### src/rtl/hazard_ctrl.sv
// hazard_ctrl: holds the pipeline front end for the memory op in ID/EX, by fixed count or ack with timeout.
// Optional load-use filter enabled by defining HAZARD_DEPCHK_EN.
`ifndef HBIT_OPC
`define HBIT_OPC 4
`endif
`ifndef OPC_STui
`define OPC_STui 5'h10
`endif
`ifndef OPC_STsi
`define OPC_STsi 5'h11
`endif
`ifndef OPC_SRSTso
`define OPC_SRSTso 5'h12
`endif
`ifndef OPC_SRLDso
`define OPC_SRLDso 5'h13
`endif

module hazard_ctrl #(
  parameter int CNT_W       = 4,
  parameter int LOAD_STALL  = 3,
  parameter int STORE_STALL = 3,
  parameter int ACK_MODE    = 0,
  parameter int ACK_TIMEOUT = 7,
  parameter int RIDX_W      = 4
) (
  input  logic                iw_clk,
  input  logic                iw_rst,
  input  logic [`HBIT_OPC:0]  iw_idex_opc,
  input  logic                iw_idex_valid,
  input  logic [RIDX_W-1:0]   iw_idex_rd,
  input  logic [RIDX_W-1:0]   iw_ifid_rs1,
  input  logic [RIDX_W-1:0]   iw_ifid_rs2,
  input  logic                iw_ifid_rs1_re,
  input  logic                iw_ifid_rs2_re,
  input  logic                iw_mem_ack,
  output logic                ow_stall,
  output logic [1:0]          ow_busy_kind,
  output logic                ow_timeout
);
  localparam int CNT_MAX = (1 << CNT_W) - 1;
  if (LOAD_STALL > CNT_MAX || STORE_STALL > CNT_MAX || ACK_TIMEOUT > CNT_MAX) begin : g_chk_w
    $error("hazard_ctrl: stall value exceeds counter range");
  end
  if (ACK_MODE != 0 && ACK_TIMEOUT < 1) begin : g_chk_to
    $error("hazard_ctrl: ACK_TIMEOUT must be >= 1");
  end
  localparam logic [CNT_W-1:0] LD_N = ACK_MODE != 0 ? CNT_W'(ACK_TIMEOUT) : CNT_W'(LOAD_STALL);
  localparam logic [CNT_W-1:0] ST_N = ACK_MODE != 0 ? CNT_W'(ACK_TIMEOUT) : CNT_W'(STORE_STALL);
  typedef enum logic {IDLE, BUSY} state_t;
  state_t           r_state, w_state_nxt;
  logic [CNT_W-1:0] r_cnt, w_cnt_nxt;
  logic [1:0]       r_kind, w_kind_nxt;
  logic             r_timeout, w_timeout_nxt;
  logic             w_is_ld, w_is_st, w_ld_dep, w_ld_go, w_st_go;
  assign w_is_ld = iw_idex_opc == `OPC_SRLDso;
  assign w_is_st = iw_idex_opc == `OPC_STui || iw_idex_opc == `OPC_STsi || iw_idex_opc == `OPC_SRSTso;
`ifdef HAZARD_DEPCHK_EN
  assign w_ld_dep = (iw_ifid_rs1_re && iw_ifid_rs1 == iw_idex_rd) ||
                    (iw_ifid_rs2_re && iw_ifid_rs2 == iw_idex_rd);
`else
  logic w_unused;
  assign w_unused = ^{iw_idex_rd, iw_ifid_rs1, iw_ifid_rs2, iw_ifid_rs1_re, iw_ifid_rs2_re};
  assign w_ld_dep = 1'b1;
`endif
  // A zero load/store count means that op class never stalls.
  assign w_ld_go = iw_idex_valid && w_is_ld && w_ld_dep && LD_N != '0;
  assign w_st_go = iw_idex_valid && w_is_st && ST_N != '0;
  always_comb begin
    w_state_nxt   = r_state;
    w_cnt_nxt     = r_cnt;
    w_kind_nxt    = r_kind;
    w_timeout_nxt = 1'b0;
    if (r_state == IDLE) begin
      if (w_ld_go || w_st_go) begin
        w_state_nxt = BUSY;
        w_cnt_nxt   = w_ld_go ? LD_N : ST_N;
        w_kind_nxt  = w_ld_go ? 2'b01 : 2'b10;
      end
    end else if (ACK_MODE != 0 && iw_mem_ack) begin
      w_state_nxt = IDLE;
      w_cnt_nxt   = '0;
    end else if (r_cnt == CNT_W'(1)) begin
      w_state_nxt   = IDLE;
      w_cnt_nxt     = '0;
      w_timeout_nxt = ACK_MODE != 0;
    end else begin
      w_cnt_nxt = r_cnt - CNT_W'(1);
    end
  end
  always_ff @(posedge iw_clk or posedge iw_rst) begin
    if (iw_rst) begin
      r_state   <= IDLE;
      r_cnt     <= '0;
      r_kind    <= 2'b00;
      r_timeout <= 1'b0;
    end else begin
      r_state   <= w_state_nxt;
      r_cnt     <= w_cnt_nxt;
      r_kind    <= w_kind_nxt;
      r_timeout <= w_timeout_nxt;
    end
  end
  assign ow_stall     = r_state == BUSY;
  assign ow_busy_kind = r_state == BUSY ? r_kind : 2'b00;
  assign ow_timeout   = r_timeout;
endmodule

### config.mk
export PLATFORM = sky130hd
export DESIGN_NAME = hazard_ctrl
export DESIGN_NICKNAME = d
export VERILOG_FILES = /design/src/rtl/hazard_ctrl.sv
export SDC_FILE = /design/constraint.sdc
export NUM_CORES = 1
export LEC_CHECK = 0
export ABC_AREA = 1
export CAP_MARGIN = 25
export CORE_AREA = 2 2 39 41
export CTS_CLUSTER_DIAMETER = 40
export DETAILED_ROUTE_END_ITERATION = 12
export DIE_AREA = 0 0 41 43
export GPL_ROUTABILITY_DRIVEN = 0
export PLACE_DENSITY = 0.78
export SLEW_MARGIN = 20
export SYNTH_ARGS = -nofsm -noshare
export SYNTH_HDL_FRONTEND = slang
export SYNTH_SLANG_ARGS = --single-unit
### constraint.sdc
create_clock -name iw_clk -period 1.31 [get_ports iw_clk]
set_input_delay 0.131 -clock iw_clk [delete_from_list [all_inputs] [get_ports iw_clk]]
set_output_delay 0.131 -clock iw_clk [all_outputs]
set_load 0.03 [all_outputs]
## Word level (Yosys, flattened, before mapping)

Index checks and enable logic that the tools add are counted.

| word-level totals | value |
|---|---|
| register bits | 7 |
| logic and storage cells | 25 |

| cells by class | value |
|---|---|
| multiplexer cells | 8 |
| reduce and logical (&&, ||, !) cells | 7 |
| bitwise gates (word level) | 1 |
| equal/unequal tests | 5 |
| add/subtract/negate cells | 1 |

Operator list:

| cell | number |
|---|---|
| equality test 5 bit (second input constant) | 4 |
| two-way mux 4 bit | 3 |
| equality test 4 x 1 -> 1 bit (second input constant) | 1 |
| two-way mux 2 bit | 2 |
| subtractor 4 x 1 -> 4 bit (second input constant) | 1 |
| logical OR 1 bit | 3 |
| two-way mux 1 bit | 3 |
| logical AND 1 bit | 2 |
| AND reduction 2 bit | 1 |
| nonzero test 2 bit | 1 |
| NOT 1 bit | 1 |

## Longest topological paths before layout

Gate-level depths: netlist (run 1).

| depth | value |
|---|---|
| depth in word-level cells | 7 |
| depth in mapped cells | 7 |
| gate-level depth less buffers | 7 |

## Worst setup path after synthesis (run 1)

OpenSTA, ideal clock, no wires.

| path | value |
|---|---|
| kind | register to register |
| from | register r_state, in the netlist ow_stall |
| to | register r_kind[1] |
| required time | 1.197 ns |
| stages on the path, launching flop included | 6 |
| library setup time | 0.113 ns |
| slack | 0.286 ns |
| data arrival time | 0.911 ns |
| buffers on the path | 0 |
| clock period less this slack | 1.024 ns |
| path through | dfrtp_1 inv_2 nand3_2 nand2_2 nand2_1 inv_1 |

| between the ends | value |
|---|---|
| longest elaborated chain between the ends | 2 |

Ends and longest elaborated chain:

| element | line | source |
|---|---|---|
| start, declared | 51 | `state_t r_state, w_state_nxt;` |
| start signal, assigned | 98 | `r_state <= w_state_nxt;` |
| NOT 1 bit (no source line) | -- |  |
| AND reduction 2 bit (no source line) | -- |  |
| end signal, assigned | 100 | `r_kind <= w_kind_nxt;` |
| end, declared | 53 | `logic [1:0] r_kind, w_kind_nxt;` |

Every way passes these cells.
A chain may end at the register's enable or synchronous reset.

## Final worst setup path (run 1)

| path | value |
|---|---|
| from | register r_state, in the netlist ow_stall |
| to | output port ow_busy_kind[1] |

| between the ends | value |
|---|---|
| longest elaborated chain between the ends | 1 |

Ends and longest elaborated chain:

| element | line | source |
|---|---|---|
| two-way mux 2 bit | 105 | `assign ow_busy_kind = r_state == BUSY ? r_kind : 2'b00;` |
| end, declared | 38 | `output logic [1:0] ow_busy_kind,` |

Every way passes these cells.

==> flow_summary.yaml, run 1 <==
outcome:
  status: "finished clean"
synth:
  netlist.area_leader.share_pct: 42.0
  yosys_register_bits: 7
  synth-warning-count: 0
  yosysSeqAreaShare_pct: 42.0
  synth_cells: 56
  synthTopCellsByArea: "dfrtp_1, nand2_1, inv_1"
  avgSynthCellArea_um2: 7.44
  synth_cell_types: 16
  synth_area_um2: 417
  synth_nets: 81
  synth_area_leader_cell: "dfrtp_1"
worst_setup_path:
  cp_cell_sequence: "buf_4 -> nand2_1 -> inv_1 -> buf_4"
  worstPathRequired_ns: 1.18
  cp_common_cell: "buf_4"
  cp-start-kind: "register"
  cp_slowest_stage_delay_ns: 0.37
  arrival_ns: 1.04
  slowest_stage: "dfrtp_1"
  cp-end-kind: "output port"
  critPathMaxFanout: 6
  path_class: "register to output port"
drt:
  wl_met1_um: 320
  post_drt_wl_per_cell_um: 9.30
  wl_met2_um: 425
  wirelength_um: 800
  ant_nets: 0
  top_layer: "met4"
  drtIter0Drc: 4
  dr.pass1.iters: 4
  vias_per_cell: 4.26
  met3_length_um: 27
  vias: 366
  drc_errors: 0
final_layout:
  area_delta_synth_final_pct: 33.6
  multi_input_area_um2: 189
  final_nets: 96
  drive_above_1_share_pct: 17.1
  nFillCells: 146
  diodes: 0
  final-instance-count-excl-fill: 86
  area.sequential_um2: 175
pwr:
  leakage_uw: 0.000319
  p_per_area_nw_per_um2: 1990
  power_uw: 1110
  vdd_ir_drop_max_v: 0.000739
grt:
  grt_usage_pct: 12.1
  grt_max_degree: 8
  grt_pass1_vias: 340
  overflow: 0
  grt_first_pass_wirelength_um: 1390
  antenna_found_initial: 0
clock_tree:
  clk_transition_reported_paths_ns: 0.06
  clk_path_buf_depth: 2
  cts_root_buf: "clkbuf_4"
  post_cts_buffers: 0
  cts_tree: "yes"
  insertion_delay_ns: 0.25
  hold_buffers: 0
  cts_made_buffers: 3
  htree_levels: 1
  clock-sinks: 7
  cts_resized: 1
sta:
  period_needed_ns: 1.17
  worst_hold_slack_ns: 0.103
  fin_tns_setup_ns: 0
  rsz0062_at_grt: "no"
  setup_viol: 0
  finalMaxSlewViolations: 0
  fin_crit_sh_pct: 89.1
  fin_ws_ns: 0.143
  fin_skew_ns: 0.00862
  timing.final.hold_violations: 0
  max_freq_ghz: 0.857
worst_hold_path:
  hold_path_class: "primary input to async pin"
die:
  ios: 27
  initial_core_util_pct: 30.1
  chipWidth_um: 41
  row_count: 14
  die_h_um: 43
  die-area_um2: 1760
  fp.coreArea_um2: 1380
placed_design:
  io_buffers: 10
  dp_hpwl_um: 558
  dp.cells: 82
  post-place-ws_ns: 0.192
job:
  cap_violations: 0
-- cell usage in the layout (no fill, tap or decap) --
cell type	count
nand3_1	3
inv_1	11
conb_1	1
dlygate4sd2_1	1
o21ai_1	2
clkdlybuf4s50_1	7
ha_1	2
nand2_1	18
nand4_1	1
buf_4	3
clkbuf_4	3
nor2_4	1
nand2_2	3
nor2_1	2
xnor2_1	1
clkbuf_1	1
o21ai_0	1
dfrtp_1	7
nand3_2	1
inv_2	1
-- cell families after synthesis --
kind of cell    count (synthesis)  synth area share (%)
compound gates                  3                  3.60
buf+inv                        13                  12.6
other cells                     1                 0.900
flops                           7                  42.0
fa+ha+maj                       2                  6.01
simple gates                   29                  32.7
xor+xnor                        1                  2.10
-- area by class of cell --
class	count	share of cell area, %
multi-input combinational	36	33.9
sequential	7	31.5
timing repair buffer	11	18.2
inverter	12	8.09
clock buffer	4	4.72
tap	16	3.60
-- flip-flops by register name, indices dropped and copies added, names as in the netlist --
signal / count
r_kind: 2
ow_stall: 1
r_cnt: 4
-- layer usage --
metal	global-route usage (%)	up-vias
met5	0	-
met2	19.1	11
met1	13.5	159
met3	3.14	4
li1	-	192
met4	8.00	0
-- cells in the mapped netlist --
cell type / count
buf_4: 1
o21ai_1: 2
nand2_2: 3
conb_1: 1
nor2_1: 2
nand4_1: 1
o21ai_0: 1
nand2_1: 18
xnor2_1: 1
inv_2: 1
nor2_4: 1
nand3_2: 1
dfrtp_1: 7
ha_1: 2
inv_1: 11
nand3_1: 3
-- stage by stage --
step	utilization (%)	cell area, um2
after global placement	38.4	532
after global routing	40.2	557
after detailed placement	38.4	532
after CTS	40.2	557
final	40.2	557
after floorplan	-	417
-- final timing paths --
kind,startpoint,endpoint,slack [ns],cells after the start
worst max-delay path,ow_stall$_DFF_PP0_,ow_busy_kind[1],0.14,4
worst min-delay path,iw_rst,r_cnt[3]$_DFFE_PP0P_,0.10,2
worst max register to register,r_cnt[0]$_DFFE_PP0P_,r_cnt[2]$_DFFE_PP0P_,0.29,4
worst min register to register,r_kind[0]$_DFFE_PP0P_,r_kind[0]$_DFFE_PP0P_,0.54,2
max in group asynchronous,iw_rst,r_cnt[0]$_DFFE_PP0P_,0.98,2
min in group iw_clk,r_kind[0]$_DFFE_PP0P_,r_kind[0]$_DFFE_PP0P_,0.54,2
-- worst max-delay path, delay by kind of cell (launching register included) --
family	cells	cell delay (ns)
flip-flops	1	0.37
buffers and inverters	3	0.35
AND/OR/NAND/NOR	1	0.06
-- power by group --
part | total (uW) | internal [uW] | switching [uW]
Combinational | 548 | 212 | 335
Clock | 203 | 117 | 86.7
Sequential | 359 | 304 | 55.4
Total | 1110 | 633 | 478
No activity file was read; power rests on OpenSTA's default activity.
==> run 2: changes to the inputs <==
- SKIP_LAST_GASP: not set -> 1
==> results of run 2 <==
The final DEF is identical to that of run 1; final timing and power are the same.
==> run 3: changes to the inputs <==
- CTS_CLUSTER_DIAMETER: 40 -> not set
- SKIP_LAST_GASP: 1 -> not set
==> results of run 3 <==
The final DEF is identical to that of run 1; final timing and power are the same.
